<file path="src/rtl/reset_sequencer.sv">
// Staged reset generator: async-assert / sync-deassert, hold, then per-output staged release.
// Optional software reset path enabled by defining RESET_SEQUENCER_SW_REQ_EN.
module reset_sequencer #(
    parameter int SYNC_STAGES = 2,
    parameter int HOLD_CYCLES = 16,
    parameter int NUM_OUTPUTS = 3,
    parameter int STAGE_GAP   = 4
) (
    input  logic                   i_clk,
    input  logic                   i_rst_n,
    input  logic                   i_sw_req,
    output logic                   o_sw_ack,
    output logic [NUM_OUTPUTS-1:0] o_rst_n,
    output logic                   o_rst_h,
    output logic                   o_busy,
    output logic [1:0]             o_state
);

    localparam int REL_LAST = (NUM_OUTPUTS - 1) * STAGE_GAP;
    localparam int CNT_MAX  = (HOLD_CYCLES > REL_LAST + 1) ? HOLD_CYCLES : REL_LAST + 1;
    localparam int CNT_W    = $clog2(CNT_MAX + 1);

    typedef enum logic [1:0] {
        ST_RESET   = 2'd0,
        ST_HOLD    = 2'd1,
        ST_RELEASE = 2'd2,
        ST_RUN     = 2'd3
    } state_t;

    state_t                 state_reg;
    logic [CNT_W-1:0]       cnt_reg;
    logic [NUM_OUTPUTS-1:0] rst_n_reg;
    logic                   rst_h_reg;
    logic                   busy_reg;
    logic [SYNC_STAGES-1:0] sync_reg;
    logic                   sync_out;
    logic [NUM_OUTPUTS-1:0] stage_hit;
    logic                   last_hit;
    logic                   sw_restart;

    // Deassert synchroniser: the board reset clears it asynchronously, ones shift in.
    always_ff @(posedge i_clk or negedge i_rst_n) begin
        if (!i_rst_n) begin
            sync_reg <= '0;
        end else begin
            sync_reg <= {sync_reg[SYNC_STAGES-2:0], 1'b1};
        end
    end

    assign sync_out = sync_reg[SYNC_STAGES-1];

    generate
        for (genvar gi = 0; gi < NUM_OUTPUTS; gi++) begin : g_stage
            assign stage_hit[gi] = (cnt_reg == CNT_W'(gi * STAGE_GAP));
        end
    endgenerate

    assign last_hit = stage_hit[NUM_OUTPUTS-1];

`ifdef RESET_SEQUENCER_SW_REQ_EN
    logic sw_flag_reg;
    logic sw_ack_reg;

    assign sw_restart = (state_reg == ST_RUN) && i_sw_req;

    // Remembers that the running sequence was software-initiated so completion can be acked.
    always_ff @(posedge i_clk or negedge i_rst_n) begin
        if (!i_rst_n) begin
            sw_flag_reg <= 1'b0;
            sw_ack_reg  <= 1'b0;
        end else begin
            sw_ack_reg <= 1'b0;
            if (sw_restart) begin
                sw_flag_reg <= 1'b1;
            end else if (state_reg == ST_RELEASE && last_hit) begin
                sw_ack_reg  <= sw_flag_reg;
                sw_flag_reg <= 1'b0;
            end
        end
    end

    assign o_sw_ack = sw_ack_reg;
`else
    logic sw_req_unused;

    assign sw_req_unused = i_sw_req;
    assign sw_restart    = 1'b0;
    assign o_sw_ack      = 1'b0;
`endif

    always_ff @(posedge i_clk or negedge i_rst_n) begin
        if (!i_rst_n) begin
            state_reg <= ST_RESET;
            cnt_reg   <= '0;
            rst_n_reg <= '0;
            busy_reg  <= 1'b1;
        end else begin
            case (state_reg)
                ST_RESET: begin
                    if (sync_out) begin
                        state_reg <= ST_HOLD;
                        cnt_reg   <= '0;
                    end
                end
                ST_HOLD: begin
                    if (cnt_reg == CNT_W'(HOLD_CYCLES - 1)) begin
                        state_reg <= ST_RELEASE;
                        cnt_reg   <= '0;
                    end else begin
                        cnt_reg <= cnt_reg + CNT_W'(1);
                    end
                end
                ST_RELEASE: begin
                    rst_n_reg <= rst_n_reg | stage_hit;
                    if (last_hit) begin
                        state_reg <= ST_RUN;
                        cnt_reg   <= '0;
                        busy_reg  <= 1'b0;
                    end else begin
                        cnt_reg <= cnt_reg + CNT_W'(1);
                    end
                end
                ST_RUN: begin
                    if (sw_restart) begin
                        state_reg <= ST_HOLD;
                        cnt_reg   <= '0;
                        rst_n_reg <= '0;
                        busy_reg  <= 1'b1;
                    end
                end
                default: begin
                    state_reg <= ST_RESET;
                    cnt_reg   <= '0;
                end
            endcase
        end
    end

    // Active-high copy kept as its own flop (async set) so it is never a derived net.
    always_ff @(posedge i_clk or negedge i_rst_n) begin
        if (!i_rst_n) begin
            rst_h_reg <= 1'b1;
        end else if (sw_restart) begin
            rst_h_reg <= 1'b1;
        end else if (state_reg == ST_RELEASE && stage_hit[0]) begin
            rst_h_reg <= 1'b0;
        end
    end

    assign o_rst_n = rst_n_reg;
    assign o_rst_h = rst_h_reg;
    assign o_busy  = busy_reg;
    assign o_state = state_reg;

endmodule

</file>
<file path="config.mk">
export PLATFORM = sky130hd
export DESIGN_NAME = reset_sequencer
export DESIGN_NICKNAME = d
export VERILOG_FILES = /design/src/rtl/reset_sequencer.sv
export SDC_FILE = /design/constraint.sdc
export NUM_CORES = 1
export LEC_CHECK = 0
export ABC_AREA = 1
export CORE_MARGIN = 2
export CORE_UTILIZATION = 56
export CTS_BUF_LIST = sky130_fd_sc_hd__clkbuf_16
export DETAILED_ROUTE_END_ITERATION = 10
export GPL_ROUTABILITY_DRIVEN = 0
export HOLD_SLACK_MARGIN = 0.03
export PLACE_DENSITY = 0.91
export SYNTH_ARGS = -nofsm -noshare
export SYNTH_HDL_FRONTEND = slang
export SYNTH_SLANG_ARGS = --single-unit
</file>
<file path="constraint.sdc">
create_clock -name i_clk -period 3.04 [get_ports i_clk]
set_input_delay 0.912 -clock i_clk [delete_from_list [all_inputs] [get_ports i_clk]]
set_output_delay 0.912 -clock i_clk [all_outputs]
set_load 0.05 [all_outputs]
</file>
==> flow_summary.yaml <==
clock_network:
  cts_root_buffer: "clkbuf_16"
  clk_pin_slew_ps: 40
  cts.repair.resized: 0
  cts_htree_levels: 1
  cts_tree: "done"
  cts_setup_buffers: 0
  cts_buffers: 3
  clkSinkCount: 14
  clock_path_buffers: 2
  clock_latency_ps: 240
  hold_buffers: 0
sta:
  fin_crit_ps: 2460
  setup-violations-final: 0
  drv_slew: 0
  max_freq_mhz: 406.5
  setup_tns_ps: 0
  tightest_slew_ps: 614.6
  post-route-period-util: 0.8093
  slew_headroom: 0.5890
  hold_violations: 0
  rsz0062_at_grt: "false"
  finClkSkew_ps: 1.098
grt:
  grt_first_pass_wirelength_um: 2566
  grt_pass1_vias: 604
  grt_overflow_total: 0
  grt_use_total: 0.1936
  grt_max_degree: 15
  antenna_found_initial: 0
flow_run:
  maxCapViolCount: 0
yosys:
  netlist_area_um2: 837.1
  ys_seq_area_frac: 0.4215
  synth_cells: 98
  syn-num-nets: 110
  syn_avg_cell_area_um2: 8.541
  synth.ff_latch_count: 14
  yosysUniqueCellTypes: 21
  synth_warnings: 0
floorplan:
  initial_core_util: 0.6200
  dieArea_mm2: 0.001820
  die_w_um: 42.66
  ios: 11
  coreArea_mm2: 0.001350
  num_rows: 13
  die_h_um: 42.66
worst_setup_path:
  worstSetupEndpointType: "output pin"
  critPathKind: "flop to output pin"
  critPathRequiredTime_ps: 2130
  critical_path_arrival_ps: 1550
  cp_max_fo: 2
  slowest_stage: "clkdlybuf4s50_1"
  worst-path-buf-inv: 1
  critPathLaunchType: "flop"
  slowest_delay_ps: 790
  crit_family: "buffers and inverters"
  crit_chain: "clkdlybuf4s50_1"
finish:
  largest_reg_flops: 5
  syn_to_final_growth_pct: 20.33
  drive_above_1_share: 0.1376
  num-nets-final: 122
  n_antenna_cell: 0
detailed_routing:
  post_drt_wl_per_cell_um: 11.74
  num_vias: 614
  ant_nets: 0
  drt-pass1-iter-count: 5
  via_per_inst: 4.952
  drc_errors: 0
  drtIter0Drc: 13
  drt_wl_total_um: 1456
pwr:
  power_density_mw_per_mm2: 952.6
  p_leak_nw: 0.5371
  ir_drop_uv: 787.6
  finalPower_mw: 0.9595
status:
  outcome: "finished, final reports clean"
place:
  portBuffers: 8
  hpwl_um: 1082
worst_hold_path:
  min_path_type: "flop to flop"
-- path summary, 6_finish.rpt --
check / slack, ps / depth (start not counted) / start / to
setup / recovery: 580 / 1 / o_busy / o_busy
hold / removal: 350 / 0 / sync_reg[0] / sync_reg[1]
setup reg to reg: 1450 / 9 / cnt_reg[1] / o_state[1]
hold reg to reg: 350 / 0 / sync_reg[0] / sync_reg[1]
max in group asynchronous: 1580 / 1 / i_rst_n / o_rst_n[2]
min in group asynchronous: 1060 / 1 / i_rst_n / cnt_reg[4]
-- per-layer routing --
metal	vias up	global-route usage	share of wire
li1	315	-	-
met3	2	0.03830	0.037
met4	0	0.1125	0.0076
met2	17	0.3242	0.49
met5	-	0	0
met1	280	0.2268	0.46
-- per-stage QoR --
step / std cells / setup slack, ps / instance area [um^2] / hold slack (ps) / utilization
2_1_floorplan: 98 / 1427 / 837.1 / 331.2 / -
3_3_place_gp: 120 / 830.0 / 928.4 / 337.5 / 0.6877
3_5_place_dp: 120 / 828.2 / 928.4 / 341.8 / 0.6877
4_1_cts: 124 / 570.3 / 1007 / 352.2 / 0.7461
5_1_grt: 124 / 542.1 / 1007 / 353.9 / 0.7461
6_report: 124 / 579.8 / 1007 / 350.7 / 0.7461
-- cells in the mapped netlist --
master    instances  area [um^2]
nand2_1          26        97.59
inv_1            19        71.32
dfrtp_1          12        300.3
ha_1              9        112.6
nand3_1           7        35.03
nand2_4           3        33.78
nand4_1           3        18.77
conb_1            2        7.510
dfstp_2           2        52.55
inv_2             2        7.510
nor2_1            2        7.510
o21bai_1          2        15.01
buf_4             1        7.510
nand2_2           1        6.260
nand3_2           1        10.01
nor2_2            1        6.260
nor2_4            1        11.26
nor2_8            1        20.02
nor3_1            1        5.000
o21ai_0           1        5.000
or2_1             1        6.260
-- power by group --
group          total, mW  leakage, nW  switching, mW  internal, mW
Clock              0.242       0.0385         0.0691         0.173
Sequential         0.256        0.174         0.0375         0.219
Combinational      0.461        0.325          0.304         0.157
-- final cells by class --
| class | instances | area [um^2] |
|---|---|---|
| clock inverter | 1 | 3.754 |
| clock buffer | 3 | 75.07 |
| sequential | 14 | 352.8 |
| multi-input combinational | 62 | 397.9 |
| fill | 102 | 342.8 |
| inverter | 21 | 78.83 |
| tap | 15 | 18.77 |
| timing repair buffer | 8 | 80.08 |
-- kinds of logic after synthesis --
family	after synthesis	share of synthesized area
AO/OA/AOI/OAI	3	0.02391
adder cells (fa/ha/maj)	9	0.1345
buffers and inverters	22	0.1031
flip-flops	14	0.4215
other	2	0.008972
AND/OR/NAND/NOR	48	0.3079
-- layout by cell type, fill, tap and decap left out --
master | synthesis | layout
nand2_1 | 26 | 26
inv_1 | 19 | 19
dfrtp_1 | 12 | 12
ha_1 | 9 | 9
clkdlybuf4s50_1 | 0 | 8
nand3_1 | 7 | 7
nand2_4 | 3 | 3
nand4_1 | 3 | 3
clkbuf_16 | 0 | 3
inv_2 | 2 | 2
nor2_1 | 2 | 2
o21bai_1 | 2 | 2
conb_1 | 2 | 2
dfstp_2 | 2 | 2
nor3_1 | 1 | 1
or2_1 | 1 | 1
nor2_2 | 1 | 1
nor2_4 | 1 | 1
nand2_2 | 1 | 1
nand3_2 | 1 | 1
nor2_8 | 1 | 1
o21ai_0 | 1 | 1
clkinv_1 | 0 | 1
(Power assumes the default switching activity.)
==> RTL edit 1 (config.mk and constraints unchanged) <==
The parameter `SYNC_STAGES` goes from 2 to 4.
--- a/src/rtl/reset_sequencer.sv
+++ b/src/rtl/reset_sequencer.sv
@@ -1,7 +1,7 @@
 // Staged reset generator: async-assert / sync-deassert, hold, then per-output staged release.
 // Optional software reset path enabled by defining RESET_SEQUENCER_SW_REQ_EN.
 module reset_sequencer #(
-    parameter int SYNC_STAGES = 2,
+    parameter int SYNC_STAGES = 4,
     parameter int HOLD_CYCLES = 16,
     parameter int NUM_OUTPUTS = 3,
     parameter int STAGE_GAP   = 4
Function: changed (Yosys sat finds a counterexample within 4 cycles, from zero or initial values and one cycle with i_rst_n low).
==> RTL edit 1 against the original RTL <==
- global-route usage up 2.0 points
- design area grew 3.6%
- wire length up 17%
- power grew 1.1%
- area after synthesis increased by 4.2%
- setup slack got worse by 7.6 ps
- synthesized cell count increased by 2.0%
- sequential cell count is 2 higher
- critical endpoint is now o_rst_h
- largest power group unchanged
- highest routed layer unchanged
==> RTL edit 1: results (changes against the original RTL) <==
| Metric | Value |
|---|---|
| Outcome | `completed (unchanged)` |
| Largest net degree at the start of global routing | `17 (was 15)` |
| Worst Hold Endpoint | `sync_reg[3] (was sync_reg[1])` |
| Commonest cells in the synthesized netlist | `nand2_1, inv_1, dfrtp_1 (unchanged)` |
| Post-CTS Resized | `0 (unchanged)` |
| R2R Setup Slk | `1480 ps (was 1450 ps)` |
| Max reg flops | `5 (unchanged)` |
| Synth Net Count | `112 (was 110)` |
| Post-synth ARST share | `1.00 (unchanged)` |
| Yosys cell types | `19 (was 21)` |
| Slowest stage delay, CP | `790 ps (about the same)` |
| Met1 WL | `741 um (was 671 um)` |
| Worst path slowest cell | `clkdlybuf4s50_1 (unchanged)` |
| Reg-to-Reg Start | `cnt_reg[0] (was cnt_reg[1])` |
| Hpwl dp | `1.16 mm (was 1.08 mm)` |
| Setup tns final | `0 ps (unchanged)` |
| Share of layout cells above drive strength 1 | `0.108 (was 0.138)` |
| GRT Util Overall | `0.213 (was 0.194)` |
| HP Class | `reg2reg (unchanged)` |
| DR iter-0 viols | `37 (was 13)` |
| Final Skew | `1.63 ps (was 1.10 ps)` |
| Sw Ratio | `0.423 (was 0.428)` |
| Hold_sp | `sync_reg[2] (was sync_reg[0])` |
| FF-to-FF End | `o_state[0] (was o_state[1])` |
| Yosys reg bits | `16 (was 14)` |
| Initial antenna violation count | `0 (unchanged)` |
| Highest metal used | `met4 (unchanged)` |
| R2R cell count | `9 (unchanged)` |
| Average wire per standard cell | `13.4 um (was 11.7 um)` |
| Vias in the first global route | `639 (was 604)` |
| Routed vias/inst | `5.33 (was 4.95)` |
| First-pass GRT wire length | `2.89 mm (was 2.57 mm)` |
| Fill cell count | `102 (unchanged)` |
| Nets | `124 (was 122)` |
| Port bufs | `8 (unchanged)` |
| Yosys Warn Count | `0 (unchanged)` |
| Clock slew at reported path FFs | `50 ps` |
| Worst-margin pin slew | `707 ps (was 615 ps)` |
| Top cells by area, synth | `dfrtp_1, ha_1, nand2_1, inv_1, dfstp_2 (unchanged)` |
| Crit-path max FO | `2 (unchanged)` |
| Worst-Skew Late Latency | `250 ps` |
| Placement Cell Area | `965 sq um (was 928 sq um)` |
| CP arrival | `1560 ps` |
| Inserted Diodes | `0 (unchanged)` |
| Metal2 WL | `815 um (was 719 um)` |
| Routed wl met3 | `90 um (was 54 um)` |
| Leak pwr | `0.544 nW (was 0.537 nW)` |
| VDD IR-drop max | `632 uV (was 788 uV)` |
| Cell family with most CP delay | `buffers and inverters (unchanged)` |
| Register area share after synthesis | `0.462 (was 0.422)` |
[RTL edit 1: metal layers]
layer,GRT usage,up-vias
li1,-,322
met1,0.304,314
met2,0.301,27
met3,0.0500,14
met4,0.115,0
met5,0,-
[RTL edit 1: power by group through the flow]
stage | combinational [mW] | sequential (mW) | clock, mW
floorplan | 0.250 | 0.343 | 0
global placement | 0.395 | 0.283 | 0
detailed placement | 0.413 | 0.284 | 0
CTS | 0.420 | 0.283 | 0.261
global route | 0.466 | 0.289 | 0.277
finish | 0.427 | 0.283 | 0.260
[RTL edit 1: final cells by class]
| cell class | instances | area, sq um | share of cell area |
|---|---|---|---|
| clock buffer | 3 | 75.1 | 0.0719 |
| multi-input combinational | 64 | 390 | 0.374 |
| timing repair buffer | 8 | 80.1 | 0.0767 |
| clock inverter | 1 | 3.75 | 0.00360 |
| sequential | 16 | 403 | 0.386 |
| inverter | 19 | 71.3 | 0.0683 |
| tap | 16 | 20.0 | 0.0192 |
[RTL edit 1: cell families (layout without fill, tap and decap cells)]
family | count (synthesis) | after routing | synth area share
other | 2 | 2 | 0.00861
buffers and inverters | 20 | 31 | 0.0904
flip-flops | 16 | 16 | 0.462
AO/OA/AOI/OAI | 4 | 4 | 0.0416
adder cells (fa/ha/maj) | 9 | 9 | 0.129
AND/OR/NAND/NOR | 49 | 49 | 0.268
[RTL edit 1: worst max-delay path by stage]
stage	from	end	slack, ps	cells past startpoint
after global routing	o_state[0]	o_state[0]	530	1
final	o_rst_h	o_rst_h	570	1
after floorplan	o_state[0]	o_state[0]	1460	0
after detailed placement	o_rst_h	o_rst_h	830	1
after global placement	o_busy	o_busy	830	1
after CTS	o_rst_h	o_rst_h	570	1
[RTL edit 1: stage by stage]
step                std cells  power, mW  hold WS [ps]  setup slack, ps
global route              127       1.03           348              534
global placement          123      0.678           333              834
floorplan                 100      0.593           331             1460
CTS                       127      0.964           346              567
detailed placement        123      0.697           335              833
finish                    127      0.970           346              572
==> RTL edit 2 (config.mk and constraints unchanged) <==
Made on the original files. The option `RESET_SEQUENCER_SW_REQ_EN` is turned on by a define.
--- a/src/rtl/reset_sequencer.sv
+++ b/src/rtl/reset_sequencer.sv
@@ -1,5 +1,7 @@
 // Staged reset generator: async-assert / sync-deassert, hold, then per-output staged release.
 // Optional software reset path enabled by defining RESET_SEQUENCER_SW_REQ_EN.
+`define RESET_SEQUENCER_SW_REQ_EN
+
 module reset_sequencer #(
     parameter int SYNC_STAGES = 2,
     parameter int HOLD_CYCLES = 16,
Check against the original RTL: no difference found for any inputs over 10 cycles, from zero or initial values and one cycle with i_rst_n low; that may be too few to reach the edited logic, so the function may still have changed.
==> RTL edit 2 against the original RTL <==
- combinational power grew 8.0%
- critical endpoint is now o_rst_h
- via count grew 21%
- design area grew 10%
- wire length grew 15%
- critical path depth is the same
- die area grew 8.0%
- setup slack lost 8.4 ps
- power grew 9.8%
- sequential cell count grew 2
- global-route usage grew 0.92 points
- critical path type unchanged
- largest cell class unchanged
- area after synthesis grew 8.8%
==> RTL edit 2: results (changes against the original RTL) <==
| Metric | Value |
|---|---|
| Outcome | `completed (unchanged)` |
| Core Util, Final | `0.728 (was 0.746)` |
| Routed wl met3 | `62 um (was 54 um)` |
| Met1 WL | `753 um (was 671 um)` |
| Slew headroom | `0.520 (was 0.589)` |
| Avg Cell Area, Syn | `8.06 sq um (was 8.54 sq um)` |
| Yosys cell types | `19 (was 21)` |
| R2R Setup Slk | `1530 ps (was 1450 ps)` |
| Commonest cells in the synthesized netlist | `nand2_1, inv_1, dfrtp_1 (unchanged)` |
| DR iter-0 viols | `23 (was 13)` |
| P_clk | `0.255 mW (was 0.242 mW)` |
| Non-Clock Buffer Count | `10 (was 8)` |
| First-pass GRT wire length | `2.83 mm (was 2.57 mm)` |
| Non-Clock Inverter Count | `24 (was 21)` |
| Fraction of area in multi-input gates | `0.377 (was 0.395)` |
| Place WS | `825 ps (was 828 ps)` |
| FFs & Latches | `16 (was 14)` |
| Synth Net Count | `125 (was 110)` |
| Comb power frac | `0.473 (was 0.480)` |
| Vias in the first global route | `682 (was 604)` |
| Seq. cell area | `403 sq um (was 353 sq um)` |
| Final Skew | `1.81 ps (was 1.10 ps)` |
| Final worst slack | `571 ps (was 580 ps)` |
| Top cells by area, synth | `dfrtp_1, nand2_1, ha_1, inv_1, dfstp_2 (was dfrtp_1, ha_1, nand2_1, inv_1, dfstp_2)` |
| Port bufs | `10 (was 8)` |
| #MultiIn Comb | `73 (was 62)` |
| NonClk Buf Share | `0.0902 (was 0.0795)` |
| P_int | `0.599 mW (was 0.549 mW)` |
| GRT Util Overall | `0.203 (was 0.194)` |
| Register area share after synthesis | `0.442 (was 0.422)` |
| H-tree levels | `1 (unchanged)` |
| Largest net degree at the start of global routing | `17 (was 15)` |
| Hold Slack | `356 ps (was 351 ps)` |
| Hpwl dp | `1.24 mm (was 1.08 mm)` |
| Average wire per standard cell | `11.7 um (about the same)` |
| Share of layout cells above drive strength 1 | `0.102 (was 0.138)` |
| VDD IR-drop max | `526 uV (was 788 uV)` |
| Finished Layout Cells | `143 (was 124)` |
| Clock-cell share | `0.0710 (was 0.0783)` |
RTL edit 2: cells by family (layout without fill, tap and decap cells):
kind of cell,after synthesis,in the layout,synth area share
adder cells (fa/ha/maj),9,9,0.124
AO/OA/AOI/OAI,6,6,0.0412
other,1,1,0.00412
buffers and inverters,24,38,0.0989
AND/OR/NAND/NOR,57,57,0.290
flip-flops,16,16,0.442
RTL edit 2: layer usage:
metal,GRT usage,vias up
met1,0.243,356
li1,-,369
met2,0.344,13
met5,0,-
met3,0.0367,5
met4,0.109,0
RTL edit 2: worst paths after layout:
check	end	cells past startpoint	start
min in group asynchronous	o_state[0]	1	i_rst_n
worst max register to register	o_state[1]	9	cnt_reg[1]
worst min register to register	sync_reg[1]	0	sync_reg[0]
max in group asynchronous	o_rst_n[2]	1	i_rst_n
worst max-delay path	o_rst_h	1	o_rst_h
worst min-delay path	sync_reg[1]	0	sync_reg[0]
